--- src/rtl/spi_fl_pkg.sv ---
// Shared constants for the SPI flash read path: opcodes, master config encodings
// and the burst sequencer state type.
package spi_fl_pkg;

    localparam logic [7:0] FL_OP_READ      = 8'h03;
    localparam logic [7:0] FL_OP_FAST_READ = 8'h0B;
    localparam logic [7:0] FL_OP_RDSR      = 8'h05;
    localparam logic [7:0] FL_OP_WREN      = 8'h06;

    localparam logic [2:0] CT_SINGLE = 3'b000;
    localparam logic [2:0] CT_DUAL   = 3'b001;
    localparam logic [2:0] CT_QUAD   = 3'b010;

    localparam logic [9:0] FRAME_DEFAULT = 10'h000;
    localparam logic [1:0] XIP_OFF       = 2'b00;

    localparam int               NDATA_W         = 7;
    localparam logic [NDATA_W-1:0] WORD_NDATA_BITS = 7'd32;

    typedef enum logic [2:0] {
        ST_IDLE,
        ST_ISSUE,
        ST_WAIT_DATA,
        ST_WAIT_IDLE,
        ST_FIN
    } rd_state_e;

    // Word-to-word byte address step; wraps naturally at 24 bits.
    function automatic logic [23:0] next_word_addr(input logic [23:0] a);
        return a + 24'd4;
    endfunction

endpackage

--- src/rtl/spi_fl_rdfifo.sv ---
// Synchronous read-data FIFO; simultaneous push/pop allowed when full or empty,
// flush clears all entries in one cycle.
module spi_fl_rdfifo #(
    parameter int DEPTH = 4,
    parameter int W     = 32,
    localparam int AW    = $clog2(DEPTH),
    localparam int CNT_W = AW + 1
) (
    input  logic             clk,
    input  logic             rst,
    input  logic             push,
    input  logic [W-1:0]     wdata,
    input  logic             pop,
    input  logic             flush,
    output logic [W-1:0]     rdata,
    output logic [CNT_W-1:0] count,
    output logic             empty,
    output logic             full
);

    logic [W-1:0]  mem [DEPTH];
    logic [AW-1:0] wr_ptr;
    logic [AW-1:0] rd_ptr;
    logic          do_push;
    logic          do_pop;

    assign empty   = (count == '0);
    assign full    = (count == CNT_W'(DEPTH));
    assign do_pop  = pop && !empty;
    assign do_push = push && (!full || do_pop);
    assign rdata   = mem[rd_ptr];

    // NOTE: sequential state uses non-blocking assignments so every register
    // samples pre-edge values regardless of statement order.
    always_ff @(posedge clk) begin
        if (rst || flush) begin
            wr_ptr <= '0;
            rd_ptr <= '0;
            count  <= '0;
        end else begin
            if (do_push) wr_ptr <= wr_ptr + AW'(1);
            if (do_pop)  rd_ptr <= rd_ptr + AW'(1);
            case ({do_push, do_pop})
                2'b10:   count <= count + CNT_W'(1);
                2'b01:   count <= count - CNT_W'(1);
                default: count <= count;
            endcase
        end
    end

    // NOTE: storage is deliberately not reset; pointers and count define validity,
    // and leaving the array reset-free lets it map to plain RAM/flops without reset.
    always_ff @(posedge clk) begin
        if (do_push && !flush && !rst) mem[wr_ptr] <= wdata;
    end

endmodule

--- src/rtl/spi_fl_rd_seq.sv ---
// Burst-read sequencer for spi_master_fl: splits a burst into single-word fast reads,
// one in flight at a time, and buffers returned words in a small stream FIFO.
module spi_fl_rd_seq #(
    parameter int          FIFO_DEPTH  = 4,
    parameter logic [7:0]  RD_CMD      = spi_fl_pkg::FL_OP_FAST_READ,
    parameter logic [2:0]  RD_COMMTYPE = spi_fl_pkg::CT_SINGLE,
    parameter logic [9:0]  RD_FRAME    = spi_fl_pkg::FRAME_DEFAULT,
    parameter logic [1:0]  RD_XIP      = spi_fl_pkg::XIP_OFF,
    parameter logic [3:0]  RD_DUMMY    = 4'd8
) (
    input  logic        clk,
    input  logic        rst,
    input  logic        req_valid,
    output logic        req_ready,
    input  logic [23:0] req_addr,
    input  logic [7:0]  req_nwords,
    input  logic        abort,
    output logic        busy,
    output logic        done,
    output logic [31:0] rd_data,
    output logic        rd_valid,
    input  logic        rd_ready,
    output logic [7:0]  m_command,
    output logic [23:0] m_address,
    output logic [31:0] m_data_in,
    output logic [2:0]  m_commtype,
    output logic [6:0]  m_ndata_bits,
    output logic [9:0]  m_frame_struct,
    output logic [1:0]  m_xipbit_en,
    output logic [3:0]  m_dummy_cycles,
    output logic        m_validflag,
    input  logic [31:0] m_data_out,
    input  logic        m_validflag_out,
    input  logic        m_tready
);

    import spi_fl_pkg::*;

    localparam int CNT_W = $clog2(FIFO_DEPTH) + 1;

    rd_state_e        state;
    logic [23:0]      addr_q;
    logic [7:0]       cnt_q;
    logic             abort_q;
    logic             abort_any;
    logic             fifo_push;
    logic             fifo_flush;
    logic             fifo_empty;
    logic             fifo_full;
    logic [CNT_W-1:0] fifo_count;

    assign abort_any  = abort_q || abort;
    // A word returning after abort is dropped; the flush in FIN covers earlier ones.
    assign fifo_push  = (state == ST_WAIT_DATA) && m_validflag_out && !abort_any && !fifo_full;
    assign fifo_flush = (state == ST_FIN) && abort_any;

    assign req_ready = (state == ST_IDLE);
    assign busy      = (state != ST_IDLE);
    assign done      = (state == ST_FIN);
    assign rd_valid  = !fifo_empty;

    assign m_data_in      = 32'd0;
    assign m_commtype     = RD_COMMTYPE;
    assign m_ndata_bits   = WORD_NDATA_BITS;
    assign m_frame_struct = RD_FRAME;
    assign m_xipbit_en    = RD_XIP;
    assign m_dummy_cycles = RD_DUMMY;

    spi_fl_rdfifo #(
        .DEPTH (FIFO_DEPTH),
        .W     (32)
    ) u_fifo (
        .clk   (clk),
        .rst   (rst),
        .push  (fifo_push),
        .wdata (m_data_out),
        .pop   (rd_ready),
        .flush (fifo_flush),
        .rdata (rd_data),
        .count (fifo_count),
        .empty (fifo_empty),
        .full  (fifo_full)
    );

    always_ff @(posedge clk) begin
        if (rst) begin
            state       <= ST_IDLE;
            addr_q      <= '0;
            cnt_q       <= '0;
            abort_q     <= 1'b0;
            m_validflag <= 1'b0;
            m_address   <= '0;
            m_command   <= '0;
        end else begin
            m_validflag <= 1'b0;
            if (state != ST_IDLE) abort_q <= abort_any;

            case (state)
                ST_IDLE: begin
                    if (req_valid) begin
                        addr_q <= req_addr & ~24'h3;
                        cnt_q  <= req_nwords;
                        state  <= (req_nwords == 8'd0) ? ST_FIN : ST_ISSUE;
                    end
                end
                // Only one command is ever in flight, so a free slot now is a
                // guaranteed home for the word this command returns.
                ST_ISSUE: begin
                    if (abort_any) begin
                        state <= ST_FIN;
                    end else if (m_tready && (fifo_count < CNT_W'(FIFO_DEPTH))) begin
                        m_validflag <= 1'b1;
                        m_address   <= addr_q;
                        m_command   <= RD_CMD;
                        state       <= ST_WAIT_DATA;
                    end
                end
                ST_WAIT_DATA: begin
                    if (m_validflag_out) state <= ST_WAIT_IDLE;
                end
                ST_WAIT_IDLE: begin
                    if (m_tready) begin
                        addr_q <= next_word_addr(addr_q);
                        cnt_q  <= cnt_q - 8'd1;
                        state  <= ((cnt_q == 8'd1) || abort_any) ? ST_FIN : ST_ISSUE;
                    end
                end
                ST_FIN: begin
                    abort_q <= 1'b0;
                    state   <= ST_IDLE;
                end
                default: state <= ST_IDLE;
            endcase
        end
    end

endmodule

--- config.mk ---
export PLATFORM = sky130hd
export DESIGN_NAME = spi_fl_rd_seq
export DESIGN_NICKNAME = d
export VERILOG_FILES = /design/src/rtl/spi_fl_pkg.sv /design/src/rtl/spi_fl_rdfifo.sv /design/src/rtl/spi_fl_rd_seq.sv
export SDC_FILE = /design/constraint.sdc
export NUM_CORES = 1
export LEC_CHECK = 0
export CORE_ASPECT_RATIO = 0.8
export CORE_UTILIZATION = 46
export DETAILED_ROUTE_END_ITERATION = 10
export PLACE_DENSITY_LB_ADDON = 0.15
export SYNTH_ARGS = -nofsm -noshare
export SYNTH_HDL_FRONTEND = slang
export SYNTH_SLANG_ARGS = --single-unit
export TNS_END_PERCENT = 50
--- constraint.sdc ---
create_clock -name clk -period 2.5 [get_ports clk]
set_clock_uncertainty 0.1 [all_clocks]
set_input_delay 0.625 -clock clk [delete_from_list [all_inputs] [get_ports clk]]
set_output_delay 0.625 -clock clk [all_outputs]
set_load 0.02 [all_outputs]
==> results.py, run 1 <==
metrics = {
    "status": {
        "status": "finished clean",
    },
    "route": {
        "wl_mm": 19.4,
        "ant_nets": 0,
        "via_per_inst": 5.37,
        "drc": 0,
        "wire_per_inst_um": 17.4,
        "num_vias": 5994,
        "drt_iter0_drc": 421,
        "firstDrtPassIters": 5,
    },
    "floorplan": {
        "ios": 198,
        "die_h_um": 125,
        "die-area_um2": 19300,
        "initial_core_util": 0.472,
        "rows": 44,
        "die_w_um": 155,
        "core_um2": 18300,
    },
    "global_routing": {
        "grtUsageTotal": 0.207,
        "grt_max_degree": 33,
        "antenna_found_initial": 0,
        "grt_pass1_vias": 5811,
        "grt_overflow": 0,
        "grt_first_pass_wirelength_mm": 30.9,
    },
    "sta": {
        "setup_violations": 0,
        "fin_ws_ps": 0.775,
        "relSlewSlack": 0.635,
        "fin_crit_ps": 2500,
        "timing.fmax_ghz": 0.400,
        "fin_crit_sh": 1.00,
        "tightest_slew_ps": 543,
        "slew_violations": 0,
        "finalHoldViolations": 0,
        "rsz0062_at_grt": "true",
    },
    "clock_network": {
        "clock_latency_ps": 430,
        "h-tree-depth": 4,
        "clk_pin_slew_ps": 80,
        "cts_tree": "yes",
        "cts.sinks": 195,
        "cts_root_buf": "clkbuf_16",
        "cts_buffers": 17,
        "ctsHoldBuffers": 0,
        "ctsLongestPathBuffers": 2,
    },
    "worst_hold_path": {
        "hold_class": "reg2reg",
    },
    "layout": {
        "fillCellCount": 1473,
        "drive_gt1_frac": 0.190,
        "synthToLayoutAreaGrowth_pct": 26.8,
        "finalNetCount": 930,
        "final_cells": 1116,
        "diodes": 0,
    },
    "place": {
        "post-dp-hpwl_mm": 13.2,
        "pre_cts_ws_ps": -213,
        "dpl.cell_count": 1076,
        "place.gp.congestion": 0.863,
        "numPortBuffers": 130,
    },
    "worst_setup_path": {
        "r2r_slack_ps": 200,
        "crit_fanout": 10,
        "worstPathRequired_ps": 1770,
        "setup.worst_path.class": "reg2out",
        "cp.arrival_ps": 1770,
        "worstSetupEndpointType": "primary output",
        "start_kind": "register",
    },
    "yosys": {
        "syn_area_per_cell_um2": 12.5,
        "synthesis.area_um2": 8630,
        "yosys.area.top_type": "edfxtp_1",
        "synth_top_cell_area_share": 0.445,
        "synth-edff-count": 128,
        "synthCells": 691,
        "yosysSeqAreaShare": 0.601,
        "synth_area_leaders": "edfxtp_1 (45%), dfxtp_1 (16%), mux4_2 (8.4%), buf_4 (5.8%), nand2_1 (3.3%)",
        "ys_types": 61,
        "ys_warn_count": 0,
        "synth_seq_cells": 195,
        "async_flop_share": 0,
        "synth_flop_cell": "edfxtp_1",
    },
    "power": {
        "power.leakage_nw": 3.84,
        "pwr_density_cell_nw_per_um2": 661,
        "peakVddDrop_mv": 0.457,
    },
    "job": {
        "cap_violations": 0,
    },
}
## cell families (layout without fill, tap and decap cells)
family / after synthesis / after routing / share of synthesized area
mux: 34 / 34 / 0.0858
fa+ha+maj: 9 / 9 / 0.0139
simple gates: 198 / 198 / 0.114
flops: 195 / 195 / 0.601
xor+xnor: 6 / 6 / 0.00609
compound gates: 127 / 127 / 0.0957
other cells: 2 / 65 / 0.000870
buf+inv: 120 / 229 / 0.0828
## final cells by class
cell class / instances / area (um2) / area share
clock buffer: 18 / 450 / 0.0412
inverter: 12 / 45.0 / 0.00412
timing repair buffer: 185 / 1760 / 0.161
clock inverter: 14 / 193 / 0.0176
multi-input combinational: 439 / 2990 / 0.273
tap: 253 / 317 / 0.0289
sequential: 195 / 5190 / 0.474
## per-layer routing
layer | routed length (um) | share of wire | up-vias | global-route usage
li1 | - | - | 2779 | -
met2 | 9090 | 0.47 | 277 | 0.324
met3 | 1330 | 0.069 | 15 | 0.0480
met5 | 0 | 0 | - | 0
met1 | 8780 | 0.45 | 2923 | 0.286
met4 | 222 | 0.011 | 0 | 0.0617
## critical path: stages, from the launching register on
cell     delay (ps)
dfxtp_4         410
buf_12          150
buf_4           120
mux4_2          490
buf_2           180
## state kept, by name, summed over array words and instances (netlist names), named ones only
| signal | flops |
|---|---|
| u_fifo.mem | 128 |
| addr_q | 22 |
| m_address | 22 |
| cnt_q | 8 |
| state | 3 |
| u_fifo.count | 3 |
| u_fifo.rd_ptr | 2 |
| u_fifo.wr_ptr | 2 |
| abort_q | 1 |
| m_command | 1 |
| m_validflag | 1 |
## where the power goes
part	total (mW)	switching [mW]	internal [mW]
sequential	3.60	0.104	3.50
combinational	0.812	0.452	0.359
clock	2.82	1.38	1.44
total	7.23	1.94	5.29
## per-stage QoR
step	instance area, um2	util	hold WS [ps]	total power [mW]	setup TNS, ps
global placement	10300	0.563	344	4.44	-2260
detailed placement	10300	0.563	348	4.47	-3910
finish	10900	0.599	360	7.23	0
CTS	10900	0.597	360	7.27	-755
global route	10900	0.599	376	7.49	-650
floorplan	8870	-	354	4.17	-860
## path summary, 6_finish.rpt
kind / startpoint / endpoint / cells past startpoint
max: register / rd_data[2] / 4
min: m_address[5] / m_address[5] / 2
max reg2reg: u_fifo.count[0] / u_fifo.count[2] / 9
min reg2reg: m_address[5] / m_address[5] / 2
## cell usage after synthesis, types with 3 or more instances
library cell / number
a211oi_1: 5
a21o_1: 3
a21oi_1: 44
a22o_1: 3
a311oi_1: 4
a32o_1: 4
and2_1: 13
and3_1: 8
buf_1: 5
buf_2: 10
buf_4: 67
clkbuf_1: 26
dfxtp_1: 67
edfxtp_1: 128
ha_1: 8
inv_1: 12
mux4_2: 32
nand2_1: 75
nand2b_1: 3
nand3_1: 14
nand3b_1: 3
nand4_1: 9
nand4b_1: 6
nor2_1: 34
nor2b_1: 3
nor3_1: 9
nor3b_1: 3
nor4_1: 5
o2111ai_1: 3
o211ai_1: 7
o21ai_0: 27
or4_1: 5
xnor2_1: 3
xor2_1: 3
## what timing repair did
item                                   4_1_cts  5_1_grt
setup endpoints to repair                   36       22
cloned                                       2        0
gates resized for setup                    116       24
setup buffers                                2        4
endpoints found under the hold margin        0        0
## cells in the final DEF (no fill, tap or decap), types with 7 or more instances in the layout
cell | netlist | routed
o21ai_0 | 27 | 27
mux4_2 | 32 | 32
inv_1 | 12 | 12
dfxtp_1 | 67 | 65
clkbuf_16 | 0 | 18
buf_2 | 10 | 21
nor2_1 | 34 | 34
ha_1 | 8 | 8
o211ai_1 | 7 | 7
clkbuf_2 | 0 | 7
nand4_1 | 9 | 9
buf_12 | 0 | 10
and2_1 | 13 | 9
buf_4 | 67 | 41
clkinv_8 | 0 | 7
and3_1 | 8 | 8
nand2_1 | 75 | 75
a21oi_1 | 44 | 44
conb_1 | 2 | 65
edfxtp_1 | 128 | 128
nand3_1 | 14 | 14
clkdlybuf4s50_1 | 0 | 94
nor3_1 | 9 | 8
Power figures use the tool's default switching activity.
==> run 2: changes to the inputs <==
CTS_CLUSTER_DIAMETER = 100   (was default)
==> results of run 2 <==
The final DEF is identical to that of run 1; final timing and power are the same.
